File: src/rtl/peripheral_bus_pkg.sv
// Shared definitions for the peripheral bus bridge.
//   PERIPHERAL_DATA_WIDTH : width of every peripheral data bus
//   ERROR_READ_DATA       : read data returned with a bus error
//   bridgeState_t         : bridge FSM encodings (IDLE, ACCESS, RESPOND)
package peripheral_bus_pkg;

    localparam int PERIPHERAL_DATA_WIDTH = 32;
    localparam logic [PERIPHERAL_DATA_WIDTH-1:0] ERROR_READ_DATA = 32'hFFFF_FFFF;

    typedef enum logic [1:0] {
        STATE_IDLE    = 2'd0,
        STATE_ACCESS  = 2'd1,
        STATE_RESPOND = 2'd2
    } bridgeState_t;

endpackage

File: src/rtl/peripheral_bus_bridge.sv
// Wishbone classic slave driving the shared peripheral bus.
// One request is registered in IDLE, run on the peripheral bus in ACCESS with a
// we/oe strobe, and answered with a one-cycle ack or error in RESPOND.
//
// Handshake: a request is accepted in IDLE when wb_cyc_i & wb_stb_i; wb_stall_o is
// high in every other state. The master keeps cyc/stb up until it sees exactly one
// of wb_ack_o / wb_error_o; dropping wb_cyc_i during ACCESS aborts silently.
//
// Ports:
//   clk, rst                 clock, asynchronous active-low reset
//   wb_cyc_i, wb_stb_i       Wishbone cycle / strobe
//   wb_we_i, wb_sel_i        write enable, byte lanes
//   wb_adr_i, wb_data_i      byte address, write data
//   wb_ack_o, wb_error_o     completion / error pulses
//   wb_stall_o               low only in IDLE
//   wb_data_o                read data, valid with ack/error, held otherwise
//   peripheralBus_*          registered address/lanes/write data, we/oe strobes
//   peripheralBus_dataRead   OR of peripheral read data
//   peripheralBus_busy       a peripheral needs more cycles
//   requestOutput            a peripheral claimed the read
module peripheral_bus_bridge
    import peripheral_bus_pkg::*;
#(
    parameter int ADDRESS_WIDTH  = 24,
    parameter int TIMEOUT_CYCLES = 16
) (
    input  logic                             clk,
    input  logic                             rst,
    input  logic                             wb_cyc_i,
    input  logic                             wb_stb_i,
    input  logic                             wb_we_i,
    input  logic [3:0]                       wb_sel_i,
    input  logic [ADDRESS_WIDTH-1:0]         wb_adr_i,
    input  logic [PERIPHERAL_DATA_WIDTH-1:0] wb_data_i,
    output logic                             wb_ack_o,
    output logic                             wb_error_o,
    output logic                             wb_stall_o,
    output logic [PERIPHERAL_DATA_WIDTH-1:0] wb_data_o,
    output logic                             peripheralBus_we,
    output logic                             peripheralBus_oe,
    output logic [ADDRESS_WIDTH-1:0]         peripheralBus_address,
    output logic [3:0]                       peripheralBus_byteSelect,
    output logic [PERIPHERAL_DATA_WIDTH-1:0] peripheralBus_dataWrite,
    input  logic [PERIPHERAL_DATA_WIDTH-1:0] peripheralBus_dataRead,
    input  logic                             peripheralBus_busy,
    input  logic                             requestOutput
);

    // A one-cycle timeout still needs a 1-bit counter.
    localparam int COUNTER_WIDTH = (TIMEOUT_CYCLES > 1) ? $clog2(TIMEOUT_CYCLES) : 1;
    localparam logic [COUNTER_WIDTH-1:0] TIMEOUT_LAST = COUNTER_WIDTH'(TIMEOUT_CYCLES - 1);

    bridgeState_t             state;
    bridgeState_t             nextState;
    logic                     latchedWe;
    logic                     respondError;
    logic [COUNTER_WIDTH-1:0] timeoutCount;

    logic doCapture;
    logic doComplete;
    logic doTimeout;
    logic doAbort;

    always_ff @(posedge clk or negedge rst) begin
        if (!rst) begin
            state <= STATE_IDLE;
        end else begin
            state <= nextState;
        end
    end

    // Priority in ACCESS: abort, then completion, then timeout (completion wins
    // over a timeout in the same cycle). A read with busy=0 but no requestOutput
    // is unclaimed, not complete.
    always_comb begin
        nextState  = state;
        doCapture  = 1'b0;
        doComplete = 1'b0;
        doTimeout  = 1'b0;
        doAbort    = 1'b0;
        unique case (state)
            STATE_IDLE: begin
                if (wb_cyc_i && wb_stb_i) begin
                    doCapture = 1'b1;
                    nextState = STATE_ACCESS;
                end
            end
            STATE_ACCESS: begin
                if (!wb_cyc_i) begin
                    doAbort   = 1'b1;
                    nextState = STATE_IDLE;
                end else if (!peripheralBus_busy && (latchedWe || requestOutput)) begin
                    doComplete = 1'b1;
                    nextState  = STATE_RESPOND;
                end else if (timeoutCount == TIMEOUT_LAST) begin
                    doTimeout = 1'b1;
                    nextState = STATE_RESPOND;
                end
            end
            STATE_RESPOND: begin
                nextState = STATE_IDLE;
            end
            default: begin
                nextState = STATE_IDLE;
            end
        endcase
    end

    // Strobes and responses decode only registered state, so there is no
    // combinational path from the Wishbone inputs to the peripheral bus.
    always_comb begin
        wb_stall_o       = (state != STATE_IDLE);
        peripheralBus_we = (state == STATE_ACCESS) && latchedWe;
        peripheralBus_oe = (state == STATE_ACCESS) && !latchedWe;
        wb_ack_o         = (state == STATE_RESPOND) && !respondError;
        wb_error_o       = (state == STATE_RESPOND) && respondError;
    end

    always_ff @(posedge clk or negedge rst) begin
        if (!rst) begin
            latchedWe                <= 1'b0;
            respondError             <= 1'b0;
            timeoutCount             <= '0;
            wb_data_o                <= '0;
            peripheralBus_address    <= '0;
            peripheralBus_byteSelect <= '0;
            peripheralBus_dataWrite  <= '0;
        end else begin
            if (doCapture) begin
                latchedWe                <= wb_we_i;
                peripheralBus_address    <= wb_adr_i;
                peripheralBus_byteSelect <= wb_sel_i;
                peripheralBus_dataWrite  <= wb_data_i;
            end else if (doAbort) begin
                latchedWe                <= 1'b0;
                peripheralBus_address    <= '0;
                peripheralBus_byteSelect <= '0;
                peripheralBus_dataWrite  <= '0;
            end

            // Counts cycles spent in ACCESS; zero whenever ACCESS is left.
            if ((state == STATE_ACCESS) && (nextState == STATE_ACCESS)) begin
                timeoutCount <= timeoutCount + 1'b1;
            end else begin
                timeoutCount <= '0;
            end

            // Writes leave wb_data_o untouched so it keeps the last read value.
            if (doComplete) begin
                respondError <= 1'b0;
                if (!latchedWe) begin
                    wb_data_o <= peripheralBus_dataRead;
                end
            end else if (doTimeout) begin
                respondError <= 1'b1;
                wb_data_o    <= ERROR_READ_DATA;
            end
        end
    end

endmodule
File: config.mk
export PLATFORM = sky130hd
export DESIGN_NAME = peripheral_bus_bridge
export DESIGN_NICKNAME = d
export VERILOG_FILES = /design/src/rtl/peripheral_bus_pkg.sv /design/src/rtl/peripheral_bus_bridge.sv
export SDC_FILE = /design/constraint.sdc
export NUM_CORES = 1
export LEC_CHECK = 0
export BUFFER_PORTS_ARGS = -buffer_cell sky130_fd_sc_hd__clkbuf_2
export CAP_MARGIN = 20
export CORE_ASPECT_RATIO = 1.75
export CORE_MARGIN = 3
export CORE_UTILIZATION = 28
export CTS_CLUSTER_DIAMETER = 80
export DETAILED_ROUTE_END_ITERATION = 8
export SLEW_MARGIN = 40
export SYNTH_ARGS = -nofsm -noshare
export SYNTH_HDL_FRONTEND = slang
export SYNTH_SLANG_ARGS = --single-unit
export TNS_END_PERCENT = 50
File: constraint.sdc
create_clock -name clk -period 4.2 [get_ports clk]
set_input_delay 0.21 -clock clk [delete_from_list [all_inputs] [get_ports clk]]
set_output_delay 0.21 -clock clk [all_outputs]
set_load 0.01 [all_outputs]
Yosys cells after proc, flatten, opt, wreduce, memory -nomap -nowiden
Cells that the tools add are included.
{"block": "totals", "ff_bits": 100, "inputBits": 99, "output_inout_bits": 97, "wordCells": 60}
{"block": "op_classes", "n_addsub": 1, "eq_ne": 5, "mux": 30, "n_reduce_logical": 16}
{"operator": "32-bit two-way mux", "n": 5}
{"operator": "24-bit two-way mux", "n": 2}
{"operator": "1-bit two-way mux", "n": 15}
{"operator": "4-bit two-way mux", "n": 3}
{"operator": "2-bit two-way mux", "n": 4}
{"operator": "1-bit logical AND", "n": 7}
{"operator": "2-bit nonzero test", "n": 3}
{"operator": "4-bit by 1-bit adder with 4-bit output, second input constant", "n": 1}
{"operator": "2-bit by 1-bit == test with 1-bit output, second input constant", "n": 2}
{"operator": "4-bit == test, second input constant", "n": 1}
{"operator": "2-bit case mux with 2 select lines", "n": 1}
{"operator": "1-bit zero test", "n": 3}
{"operator": "2-bit == test, second input constant", "n": 1}
{"operator": "2-bit zero test", "n": 1}
{"operator": "2-bit inequality test, second input constant", "n": 1}
{"operator": "2-bit AND reduction", "n": 1}
{"operator": "1-bit logical OR", "n": 1}

Depth between registers and ports, before layout
Gate-level depths: netlist of run 1.
{"block": "depth", "ltp_word": 8, "mapped_depth": 5, "mapped_depth_nobuf": 4}

Worst setup path after synthesis of run 1
No wires, ideal clock.
{"block": "synth_timing", "path_type": "register -> register", "startpoint": "register timeoutCount[0]", "endpoint": "register wb_data_o[10]", "setup_time_ns": 0.065, "arrival_time_ns": 1.367, "t_required_ns": 4.135, "setup_slack_ns": 2.768, "path_stages_with_launch": 6, "n_path_buf": 1, "period_less_slack_ns": 1.432, "path_cell_list": "dfrtp_1 > ha_1 > nand3_1 > a221oi_4 > buf_6 > o22a_1"}
{"block": "synth_via", "elab_chain_cells": 7}
{"item": "from (decl)", "line": "peripheral_bus_bridge.sv:57", "source": "logic [COUNTER_WIDTH-1:0] timeoutCount;"}
{"item": "from (signal assigned)", "line": "peripheral_bus_bridge.sv:143", "source": "timeoutCount <= timeoutCount + 1'b1;"}
{"item": "4-bit == test", "line": "peripheral_bus_bridge.sv:95", "source": "end else if (timeoutCount == TIMEOUT_LAST) begin"}
{"item": "1-bit two-way mux", "line": "peripheral_bus_bridge.sv:95"}
{"item": "1-bit two-way mux", "line": "peripheral_bus_bridge.sv:92", "source": "end else if (!peripheralBus_busy && (latchedWe || requestOutput)) begin"}
{"item": "1-bit two-way mux", "line": "peripheral_bus_bridge.sv:89", "source": "if (!wb_cyc_i) begin"}
{"item": "1-bit two-way mux", "line": "peripheral_bus_bridge.sv:81", "source": "unique case (state)"}
{"item": "2-bit nonzero test (no line)"}
{"item": "2-bit AND reduction (no line)"}
{"item": "to (signal assigned)", "line": "peripheral_bus_bridge.sv:152", "source": "wb_data_o <= peripheralBus_dataRead;"}
{"item": "to (decl)", "line": "peripheral_bus_bridge.sv:38", "source": "output logic [PERIPHERAL_DATA_WIDTH-1:0] wb_data_o,"}
No other way between the ends.
A chain may end at the register's enable or synchronous reset.

Worst setup path in the final report of run 1
{"block": "layout_timing", "startpoint": "register state[0]", "endpoint": "register peripheralBus_dataWrite[6]"}
{"block": "layout_via", "elab_chain_cells": 3, "word_cells_on_any_way": 6}
{"item": "from (decl)", "line": "peripheral_bus_bridge.sv:53", "source": "bridgeState_t state;"}
{"item": "from (signal assigned)", "line": "peripheral_bus_bridge.sv:68", "source": "state <= nextState;"}
{"item": "2-bit by 1-bit == test with 1-bit output or 2-bit zero test (tied branches)", "line": "peripheral_bus_bridge.sv:81"}
{"item": "1-bit two-way mux", "line": "peripheral_bus_bridge.sv:81"}
{"item": "2-bit nonzero test (no line) or 32-bit two-way mux (tied branches)"}
{"item": "to (signal assigned)", "line": "peripheral_bus_bridge.sv:133", "source": "peripheralBus_dataWrite <= wb_data_i;"}
{"item": "to (decl)", "line": "peripheral_bus_bridge.sv:43", "source": "output logic [PERIPHERAL_DATA_WIDTH-1:0] peripheralBus_dataWrite,"}
Parallel ways exist; a longest one is shown, timed or not.

==> results.md, run 1 <==
* GRT overflow at 0
* Hold WC Path Type: in -> reg
* Pleak at 2.63 nW
* Worst Path Required at around 4500 ps
* GP Congestion at 0.728
* Setup CP Type: reg -> reg
* Cell Rows at between 50 and 60
* Setup violators final at 0
* Share of the synthesized area in the top cell type at 67.1%
* Placed inst area at approximately 4800 µm²
* Placed Cells at about 600
* Status: finished, final reports clean
* Most common cell after layout, fill and taps aside: clkbuf_2
* Synth warn at 0
* P per Cell Area at roughly 560 nW/µm²
* First-pass DRT Iterations at 4
* Global Route Usage Sum at 13.0%
* Inserted Diodes at 0
* Max-slew violation count at 0
* Post-synth EDFFs at 0
* Routed vias at 2819
* Post-Syn Area at ~3700 µm²
* Area contributors post-synth: dfrtp_1 (67%), a22o_1 (14%), o22a_1 (7.5%), buf_6 (3.6%), buf_2 (0.80%)
* First-pass GRT wire length at 15.5 mm
* Seq/Total Area, Yosys at between 60 and 70%
* Die width at about 93 µm
* Post-Syn Nets at between 300 and 400
* Max frequency at between 400 and 500 MHz
* Setup_tns at 0 ps
* Period minus WS final at 2030 ps
* Initial core utilization at around 29%
* RSZ-0062 raised after global routing: false
* VDD IR-drop max at between 0.00015 and 0.0002 V
* Critical path fanouts, max at 25
* Clk_lat worst skew at ~340 ps
* Clock transition at path regs at ~70 ps
* Number of global-route vias before repair at around 3000
* Setup crit start kind: flip-flop
* Overall die height at around 160 µm
* Most frequent cells in the layout: clkbuf_2 (194), dfrtp_1 (100), a22o_1 (61)
* CTS max path bufs at 2
* Final worst slack at 2170 ps
* Total CTS buffers at 9
* Crit. End Element: flip-flop
* Place WS at between 2000 and 2500 ps
* Synth area leader: dfrtp_1
* # port buffers at between 150 and 200
* Die area at about 15000 µm²
* H-tree depth at 3
* Synth Area per Inst at 15.2 µm²
* Final wirelength at 9.43 mm
* Clock root buffer: clkbuf_16
* Synthesized netlist cell count at around 250
* Largest net degree at the start of global routing at between 60 and 70
* Antenna Nets Post-Route at 0
* I/O Pins at between 150 and 200
* CTS tree: built
* Hold Vio Cnt, Final at 0
* Clock Sinks at 100
* Area growth, synth to finish at 37.0%
* Fin nets at around 540
* # DRC at 0
* Max_slew headroom at between 50% and 60%
* Number of DRC markers after the initial detailed-route iteration at 64
* Flops & latches, synth at 100
* Setup Buffers After CTS at 0
* Core Box Area at 13000 µm²
* Max-cap violations at 0
* Filler instances at between 1000 and 1500
* CP arrival at 2300 ps
* Design area at between 5000 and 6000 µm²
* Worst-margin pin slew at ~650 ps
* Clk_skew at 5.51 ps
* Share of layout cells above drive strength 1 at about half
* Initial antenna violation count at 0
* Final HPWL DP at 7.07 mm
* Final Instance Count excl. Fillers at ~610
* Ys async rst share at 100%
* Via density at between 4 and 5
* Netlist cell types at 28
* Tcrit/Tclk final at 48.3%
* Ys flop type: dfrtp_1
* Routed length per instance at about 15 µm
-- cell type report --
class	count	area, µm²	share of cell area [%]
tap	171	214	4.19
clock inverter	5	37.5	0.734
timing repair buffer	200	1040	20.3
inverter	2	7.51	0.147
multi-input combinational	124	1070	20.9
clock buffer	11	243	4.75
sequential	100	2500	49.0
-- cell usage after synthesis (2+ instances only) --
cell type and number:
inv_1 2, and3b_1 3, nand3_1 3, nor2_1 6, buf_6 12, nand3b_1 2, a22o_1 61, buf_2 6
dfrtp_1 100, o22a_1 32
-- sequential cells by signal (all words and copies together), names as in the netlist --
name / cells
peripheralBus_dataWrite: 32
peripheralBus_byteSelect: 4
wb_data_o: 32
peripheralBus_address: 24
respondError: 1
latchedWe: 1
state: 2
timeoutCount: 4
-- timing repair --
action / CTS / global route
hold buffers: 1 / 0
hold endpoints to repair: 49 / 0
resized for setup: 0 / 0
-- where the power goes --
part	internal [mW]	switching, mW
Combinational	0.385	0.354
Sequential	1.20	0.138
Clock	0.419	0.359
Total	2.01	0.851
-- per-stage QoR --
stage / utilization (%) / hold WS (ps) / power [mW]
finish: 39.3 / 81.2 / 2.86
detailed placement: 37.0 / 271 / 2.12
global placement: 36.7 / 258 / 2.10
global route: 39.3 / 68.2 / 3.03
floorplan: - / -85.6 / 1.74
CTS: 39.2 / 57.0 / 2.92
-- routing by layer --
| metal | vias to the layer above | wire length, µm | global-route usage (%) |
|---|---|---|---|
| li1 | 1322 | - | - |
| met1 | 1363 | 3630 | 15.0 |
| met2 | 120 | 5020 | 22.6 |
| met3 | 14 | 590 | 3.32 |
| met4 | 0 | 185 | 5.14 |
| met5 | - | 0 | 0 |
-- logic make-up after synthesis --
group           after synthesis  synth area share [%]
buf+inv                      21                  4.73
compound gates               99                  23.5
simple gates                 22                  3.86
fa+ha+maj                     1                 0.335
xor+xnor                      2                 0.470
flops                       100                  67.1
-- critical path, stage by stage, from the launching register on --
cell	delay, ps
dfrtp_1	450
or2_2	360
nor2_4	470
buf_16	230
buf_4	260
a22o_1	180
-- path summary, 6_finish.rpt --
kind	depth (start not counted)	endpoint	from	slack, ps
setup / recovery	5	peripheralBus_dataWrite[6]	state[0]	2170
hold / removal	2	wb_data_o[27]	peripheralBus_dataRead[27]	80
setup reg to reg	5	peripheralBus_dataWrite[6]	state[0]	2170
hold reg to reg	1	timeoutCount[0]	timeoutCount[0]	460
max in group asynchronous	3	peripheralBus_dataWrite[6]	rst	2660
min in group asynchronous	2	wb_data_o[19]	rst	430
Power figures use the tool's default switching activity.
==> inputs of run 2 (changes only) <==
--- a/config.mk
+++ b/config.mk
@@ -5,6 +5,7 @@
 export SDC_FILE = /design/constraint.sdc
 export NUM_CORES = 1
 export LEC_CHECK = 0
+export ABC_AREA = 1
 export BUFFER_PORTS_ARGS = -buffer_cell sky130_fd_sc_hd__clkbuf_2
 export CAP_MARGIN = 20
 export CORE_ASPECT_RATIO = 1.75
==> constraint.sdc (replaced) <==
create_clock -name clk -period 1.9 [get_ports clk]
set_input_delay 0.095 -clock clk [delete_from_list [all_inputs] [get_ports clk]]
set_output_delay 0.095 -clock clk [all_outputs]
set_load 0.01 [all_outputs]
==> run 2 against run 1 <==
Combinational power rose to 2.8 times the previous value. Cell count is 55% higher. Worst hold slack lost 51 ps. Synthesized area up 19%. Highest routed layer unchanged.
==> results.md, run 2 <==
* Status: finished, final reports clean (unchanged)
* Max_slew headroom at 63.4% (was 56.6%)
* Area of the multi-input gates at 1180 µm² (was 1070 µm²)
* Worst-margin pin slew at 549 ps (was 651 ps)
* Number of DRC markers after the initial detailed-route iteration at 86 (was 64)
* Global Route Usage Sum at 14.6% (was 13.0%)
* Tcrit/Tclk final at 80.5% (was 48.3%)
* First-pass GRT wire length at 20.7 mm (was 15.5 mm)
* Switching part of the total at 32.4% (was 29.8%)
* CTS Hold Bufs at 60 (was 1)
* Cells along the critical path: inv_1, nand2_2, nor2_8, buf_4, nand3_1, nand3_1, nand2_1 (was or2_2, nor2_4, buf_16, buf_4, a22o_1)
* Area contributors post-synth: dfrtp_1 (56%), inv_1 (14%), nand3_1 (11%), o22ai_1 (8.6%), nand2_1 (3.1%) (was dfrtp_1 (67%), a22o_1 (14%), o22a_1 (7.5%), buf_6 (3.6%), buf_2 (0.80%))
* Clock transition at path regs at 70 ps (about the same)
* Setup_tns at 0 ps (unchanged)
* Most common cell after layout, fill and taps aside: clkbuf_2 (unchanged)
* Post-Syn Nets at 612 (was 345)
* Worst path depth at 7 (was 5)
* Area growth, synth to finish at 47.5% (was 37.0%)
* Post-synth EDFFs at 0 (unchanged)
* Hold Vio Cnt, Final at 0 (unchanged)
* Setup Buffers After CTS at 0 (unchanged)
* Core Box Area at 15500 µm² (was 13000 µm²)
* Worst Setup SP: state[1] (was state[0])
* Final worst slack at 371 ps (was 2170 ps)
* Most frequent cell after synthesis: inv_1 (was dfrtp_1)
* Clock power share at 27.1% (was 27.2%)
* Top cells by count, synth: inv_1 (161), dfrtp_1 (100), nand3_1 (97) (was dfrtp_1 (100), a22o_1 (61), o22a_1 (32))
* First-pass DRT Iterations at 4 (unchanged)
* Comb pwr share at 29.3% (was 25.8%)
* Hold path startpoint: wb_adr_i[11] (was peripheralBus_dataRead[27])
* Total CTS buffers at 9 (unchanged)
* Critical path's top delay family: simple AND/OR/NAND/NOR gates (unchanged)
* Synth Area per Inst at 8.67 µm² (was 15.2 µm²)
* Post-Syn Area at 4440 µm² (was 3730 µm²)
* Ys flop type: dfrtp_1 (unchanged)
* Filler instances at 1511 (was 1275)
* Clock Sinks at 100 (unchanged)
* Most frequent cells in the layout: clkbuf_2 (194), inv_1 (161), dfrtp_1 (100) (was clkbuf_2 (194), dfrtp_1 (100), a22o_1 (61))
* I/O Pins at 196 (unchanged)
* RSZ-0062 raised after global routing: false (unchanged)
* Cell mode on critical path: nand3_1
* Fin nets at 859 (was 537)
* Share of the synthesized area in the top cell type at 56.4% (was 67.1%)
* M3 GR Usage at 3.49% (was 3.32%)
* Via density at 4.38 (was 4.60)
* H-tree depth at 3 (unchanged)
* GP Congestion at 0.748 (was 0.728)
* Endpoint, Worst Hold: peripheralBus_address[11] (was wb_data_o[27])
* R2R Setup Slk at 370 ps (was 2170 ps)
* # port buffers at 195 (unchanged)
* Hold Path Stages at 3 (was 2)
* Die area at 17500 µm² (was 14800 µm²)
* R2r worst-path depth at 7 (was 5)
* Die width at 101 µm (was 93.3 µm)
* Seq pwr share at 43.6% (was 46.9%)
* Cell Rows at 60 (was 55)
* Place WS at 383 ps (was 2160 ps)
* CTS tree: built (unchanged)
* Crit. End Element: flip-flop (unchanged)
* CP arrival at 1760 ps (was 2300 ps)
* Synth warn at 0 (unchanged)
* Setup violators final at 0 (unchanged)
* Overall die height at 173 µm (was 159 µm)
* Util after Layout at 42.3% (was 39.3%)
* Clock root buffer: clkbuf_16 (unchanged)
* Synthesized netlist cell count at 512 (was 245)
* Final HPWL DP at 8.51 mm (was 7.07 mm)
* # DRC at 0 (unchanged)
* Share of layout cells above drive strength 1 at 30.2% (was 50.0%)
* Max-cap violations at 0 (unchanged)
* Initial antenna violation count at 0 (unchanged)
* Met2 Resource Use GR at 25.3% (was 22.6%)
* Met1 track demand over resource at 17.6% (was 15.0%)
* CP max stage delay at 380 ps (was 470 ps)
* Reg2reg start: state[1] (was state[0])
* VDD IR-drop max at 0.000508 V (was 0.000174 V)
* Setup CP Type: reg -> reg (unchanged)
* Max frequency at 654 MHz (was 493 MHz)
* Number of global-route vias before repair at 4171 (was 3023)
* Setup crit start kind: flip-flop (unchanged)
* Clk_skew at 6.22 ps (was 5.51 ps)
* GR peak layer: met2 (unchanged)
* FF/Latch Area at 2500 µm² (unchanged)
* Clk_lat worst skew at 330 ps (was 340 ps)
* Synth area leader: dfrtp_1 (unchanged)
* Initial core utilization at 28.7% (about the same)
* Period minus WS final at 1530 ps (was 2030 ps)
* Int Pwr at 4.71 mW (was 2.01 mW)
* Buf/Inv on CP at 2 (unchanged)
* CTS max path bufs at 2 (unchanged)
* Routed length per instance at 13.5 µm (was 15.4 µm)
* Hold WC Path Type: in -> reg (unchanged)
* Worst Path Required at 2130 ps (was 4470 ps)
* Largest net degree at the start of global routing at 63 (was 62)
* Routed vias at 4160 (was 2819)
* Fin Hold WS at 30.2 ps (was 81.2 ps)
* Inserted Diodes at 0 (unchanged)
* P per Cell Area at 1060 nW/µm² (was 559 nW/µm²)
* GRT overflow at 0 (unchanged)
* Seq/Total Area, Yosys at 56.4% (was 67.1%)
* Netlist cell types at 21 (was 28)
* End of the worst register-to-register path: wb_data_o[10] (was peripheralBus_dataWrite[6])
* Final wirelength at 12.8 mm (was 9.43 mm)
* Flops & latches, synth at 100 (unchanged)
* Pleak at 3.70 nW (was 2.63 nW)
* Max-slew violation count at 0 (unchanged)
* Psw at 2.26 mW (was 0.851 mW)
* Crit-path slowest cell: dfrtp_1 (was nor2_4)
* Top Registers: peripheralBus_dataWrite (32), wb_data_o (32), peripheralBus_address (24) (unchanged)
* Critical path fanouts, max at 22 (was 25)
* Post_cts resized at 0 (unchanged)
* Ys async rst share at 100% (unchanged)
* Antenna Nets Post-Route at 0 (unchanged)
## run 2: cell count changes in the layout (fill, tap and decap cells not counted), moves of 32 or more
| cell | previous run | this run |
|---|---|---|
| o22a_1 | 32 | 0 |
| a22o_1 | 61 | 0 |
| nand2_1 | 1 | 37 |
| o22ai_1 | 0 | 61 |
| dlygate4sd3_1 | 1 | 60 |
| inv_1 | 2 | 161 |
| nand3_1 | 3 | 97 |
## run 2: cell families after synthesis
kind of cell,share of synthesized area [%]
buf+inv,17.2
xor+xnor,0.197
flops,56.4
simple gates,16.9
fa+ha+maj,0.282
compound gates,9.02
## run 2: tightest hold or removal path: cells and delay by family
family | cells | cell delay [ps]
buffers and inverters | 2 | 130
AO/OA/AOI/OAI | 1 | 80
## run 2: layer usage
layer	share of wire (%)	up-vias
met5	0	-
li1	-	2084
met3	6.8	17
met2	51	166
met1	41	1893
met4	1.6	0
## run 2: worst max-delay path by stage
stage,end,slack (ps)
2_1_floorplan,wb_data_o[12],620
3_3_place_gp,wb_data_o[10],400
3_5_place_dp,respondError,380
4_1_cts,wb_data_o[10],380
5_1_grt,wb_data_o[20],200
6_report,wb_data_o[10],370
## run 2: area by class of cell
cell class / count / area share, %
sequential: 100 / 38.2
timing repair buffer: 266 / 26.1
multi-input combinational: 220 / 18.0
inverter: 162 / 9.29
clock buffer: 11 / 3.86
tap: 186 / 3.56
clock inverter: 5 / 0.917
## run 2: through the flow
step	power, mW	cells	instance area [µm²]
after detailed placement	5.04	874	5630
final	6.97	950	6550
after floorplan	4.04	512	4440
after CTS	7.10	950	6550
after global placement	5.02	874	5630
after global routing	7.44	950	6550
## run 2: power groups by stage
stage | clock, mW | sequential [mW] | combinational (mW)
2_1_floorplan | 0 | 3.30 | 0.736
3_3_place_gp | 0 | 3.09 | 1.94
3_5_place_dp | 0 | 3.07 | 1.97
4_1_cts | 1.98 | 3.04 | 2.08
5_1_grt | 2.06 | 3.11 | 2.27
6_report | 1.89 | 3.04 | 2.04
==> inputs of run 3 (changes only) <==
==> constraint.sdc (replaced) <==
create_clock -name clk -period 1.5 [get_ports clk]
set_input_delay 0.075 -clock clk [delete_from_list [all_inputs] [get_ports clk]]
set_output_delay 0.075 -clock clk [all_outputs]
set_load 0.01 [all_outputs]
==> run 3 against run 2 <==
Via count rose by 1.2%. Highest routed layer unchanged. Worst setup slack got worse by 260 ps. Critical path depth shrank 2. Largest power group unchanged. Global-route usage increased by 0.22 points. Maximum frequency is 10% higher. Sequential share of layout area decreased by 0.58 points. Final area increased by 1.5%. Sequential power grew 27%. Total power increased by 25%. Register-to-register slack got worse by 260 ps.
==> results.md, run 3 (synthesized netlist as in run 2, its figures left out) <==
* Cells along the critical path: nor2_1, nand3_2, o21ai_4, buf_12, o22ai_1 (was inv_1, nand2_2, nor2_8, buf_4, nand3_1, nand3_1, nand2_1)
* Share of layout cells above drive strength 1 at 30.5% (was 30.2%)
* Antenna Nets Post-Route at 0 (unchanged)
* Crit-path slowest cell: dfrtp_1 (unchanged)
* Place WS at 118 ps (was 383 ps)
* Number of DRC markers after the initial detailed-route iteration at 119 (was 86)
* Top routing layer in use: met4 (unchanged)
* Clock transition at path regs at 80 ps (was 70 ps)
* Clock root buffer: clkbuf_16 (unchanged)
* CP max stage delay at 430 ps (was 380 ps)
* CTS max path bufs at 2 (unchanged)
* Final HPWL DP at 8.67 mm (was 8.51 mm)
* GP Congestion at 0.749 (was 0.748)
* First-pass GRT wire length at 21.0 mm (was 20.7 mm)
* Crit. End Element: flip-flop (unchanged)
* Global Route Usage Sum at 14.8% (was 14.6%)
* Inserted Diodes at 0 (unchanged)
* Buf/Inv on CP at 1 (was 2)
* RSZ-0062 raised after global routing: true (was false)
* Final wirelength at 12.9 mm (was 12.8 mm)
* CP arrival at 1600 ps (was 1760 ps)
* Largest net degree at the start of global routing at 63 (unchanged)
* Clock Sinks at 100 (unchanged)
* Die width at 101 µm (unchanged)
* Filler instances at 1500 (was 1511)
* Setup Buffers After CTS at 0 (unchanged)
* # DRC at 0 (unchanged)
* CTS tree: built (unchanged)
* Clk_skew at 9.75 ps (was 6.22 ps)
* H-tree depth at 3 (unchanged)
* Hold WC Path Type: in -> reg (unchanged)
* Util after Layout at 43.0% (was 42.3%)
* Number of global-route vias before repair at 4193 (was 4171)
* Most frequent cells in the layout: clkbuf_2 (194), inv_1 (161), dfrtp_1 (100) (unchanged)
* Initial core utilization at 28.7% (unchanged)
* Placed Cells at 876 (was 874)
* Fin Hold WS at 43.0 ps (was 30.2 ps)
* Status: finished, final reports clean (unchanged)
* Setup crit start kind: flip-flop (unchanged)
* Core Box Area at 15500 µm² (unchanged)
* Die area at 17500 µm² (unchanged)
* Most common cell after layout, fill and taps aside: clkbuf_2 (unchanged)
* Final worst slack at 110 ps (was 371 ps)
* Period minus WS final at 1390 ps (was 1530 ps)
* Hold Vio Cnt, Final at 0 (unchanged)
* Cell Rows at 60 (unchanged)
* Clk_lat worst skew at 340 ps (was 330 ps)
* Initial antenna violation count at 0 (unchanged)
* Total CTS buffers at 9 (unchanged)
* Top Registers: peripheralBus_dataWrite (32), wb_data_o (32), peripheralBus_address (24) (unchanged)
* Area growth, synth to finish at 49.8% (was 47.5%)
* Max-cap violations at 0 (unchanged)
* Tcrit/Tclk final at 92.6% (was 80.5%)
* First-pass DRT Iterations at 4 (unchanged)
* Critical path fanouts, max at 34 (was 22)
* Setup violators final at 0 (unchanged)
* Routed vias at 4209 (was 4160)
* Via density at 4.41 (was 4.38)
* Max frequency at 720 MHz (was 654 MHz)
* Critical path's top delay family: flip-flops (was simple AND/OR/NAND/NOR gates)
* Worst-margin pin slew at 329 ps (was 549 ps)
* Routed length per instance at 13.6 µm (was 13.5 µm)
* Max-slew violation count at 0 (unchanged)
* Met2 WL post-DR at 6.55 mm (was 6.53 mm)
* VDD IR-drop max at 0.000610 V (was 0.000508 V)
* I/O Pins at 196 (unchanged)
* Setup CP Type: reg -> reg (unchanged)
* # port buffers at 195 (unchanged)
* GRT overflow at 0 (unchanged)
* P per Cell Area at 1310 nW/µm² (was 1060 nW/µm²)
* Total power at 8.74 mW (was 6.97 mW)
* Pleak at 3.74 nW (was 3.70 nW)
* Overall die height at 173 µm (unchanged)
* Max_slew headroom at 77.8% (was 63.4%)
* Final Instance Count excl. Fillers at 954 (was 950)
* Met3 Wirelength at 850 µm (was 873 µm)
* Fin nets at 863 (was 859)
* Worst Path Required at 1710 ps (was 2130 ps)
* M1 WL at 5.31 mm (was 5.19 mm)
run 3: cell count changes in the layout (fill, tap and decap cells not counted), moves of 2 or more:
| cell | delta |
|---|---|
| inv_6 | +3 |
| dlygate4sd3_1 | +2 |
| buf_4 | -5 |
| buf_12 | +6 |
run 3: worst paths after layout:
path	start	endpoint	slack [ps]	depth (start not counted)
setup / recovery	state[0]	peripheralBus_address[7]	110	5
hold / removal	peripheralBus_dataRead[16]	wb_data_o[16]	40	5
setup reg to reg	state[0]	peripheralBus_address[7]	110	5
hold reg to reg	timeoutCount[0]	timeoutCount[0]	470	1
max in group asynchronous	rst	peripheralBus_dataWrite[9]	820	3
min in group asynchronous	rst	peripheralBus_dataWrite[22]	150	2
run 3: power breakdown:
part / switching (mW) / leakage (nW) / internal (mW)
combinational: 1.42 / 2.35 / 1.19
sequential: 0.430 / 1.25 / 3.42
clock: 1.08 / 0.142 / 1.20
total: 2.92 / 3.74 / 5.82
run 3: cell type report:
class,instances,area (µm²),area share (%)
Clock inverter,6,53.8,0.809
Multi-Input combinational cell,220,1190,17.8
Timing Repair Buffer,270,1830,27.5
Clock buffer,10,239,3.59
Sequential cell,100,2500,37.6
Inverter,162,608,9.15
Tap cell,186,233,3.50
run 3: repair_timing:
| action | in CTS | in global routing |
|---|---|---|
| hold endpoints to repair | 161 | 0 |
| hold buffers | 62 | 0 |
| gates resized for setup | 0 | 3 |
| setup endpoints to repair | 0 | 10 |
run 3: metrics by stage:
step	area [µm²]	setup TNS, ps
2_1_floorplan	4440	0
3_3_place_gp	5720	0
3_5_place_dp	5720	0
4_1_cts	6640	0
5_1_grt	6650	-5.57
6_report	6650	0
run 3: worst register-to-register path, delay by kind of cell (launching register included):
family,cells,cell delay (ps)
compound gates,2,260
flops,1,430
buf+inv,1,230
simple gates,2,350
run 3: per-layer routing:
metal / global-route usage [%] / vias up
met5: 0 / -
met4: 4.77 / 0
met3: 3.45 / 21
met2: 25.8 / 162
met1: 17.7 / 1936
li1: - / 2090
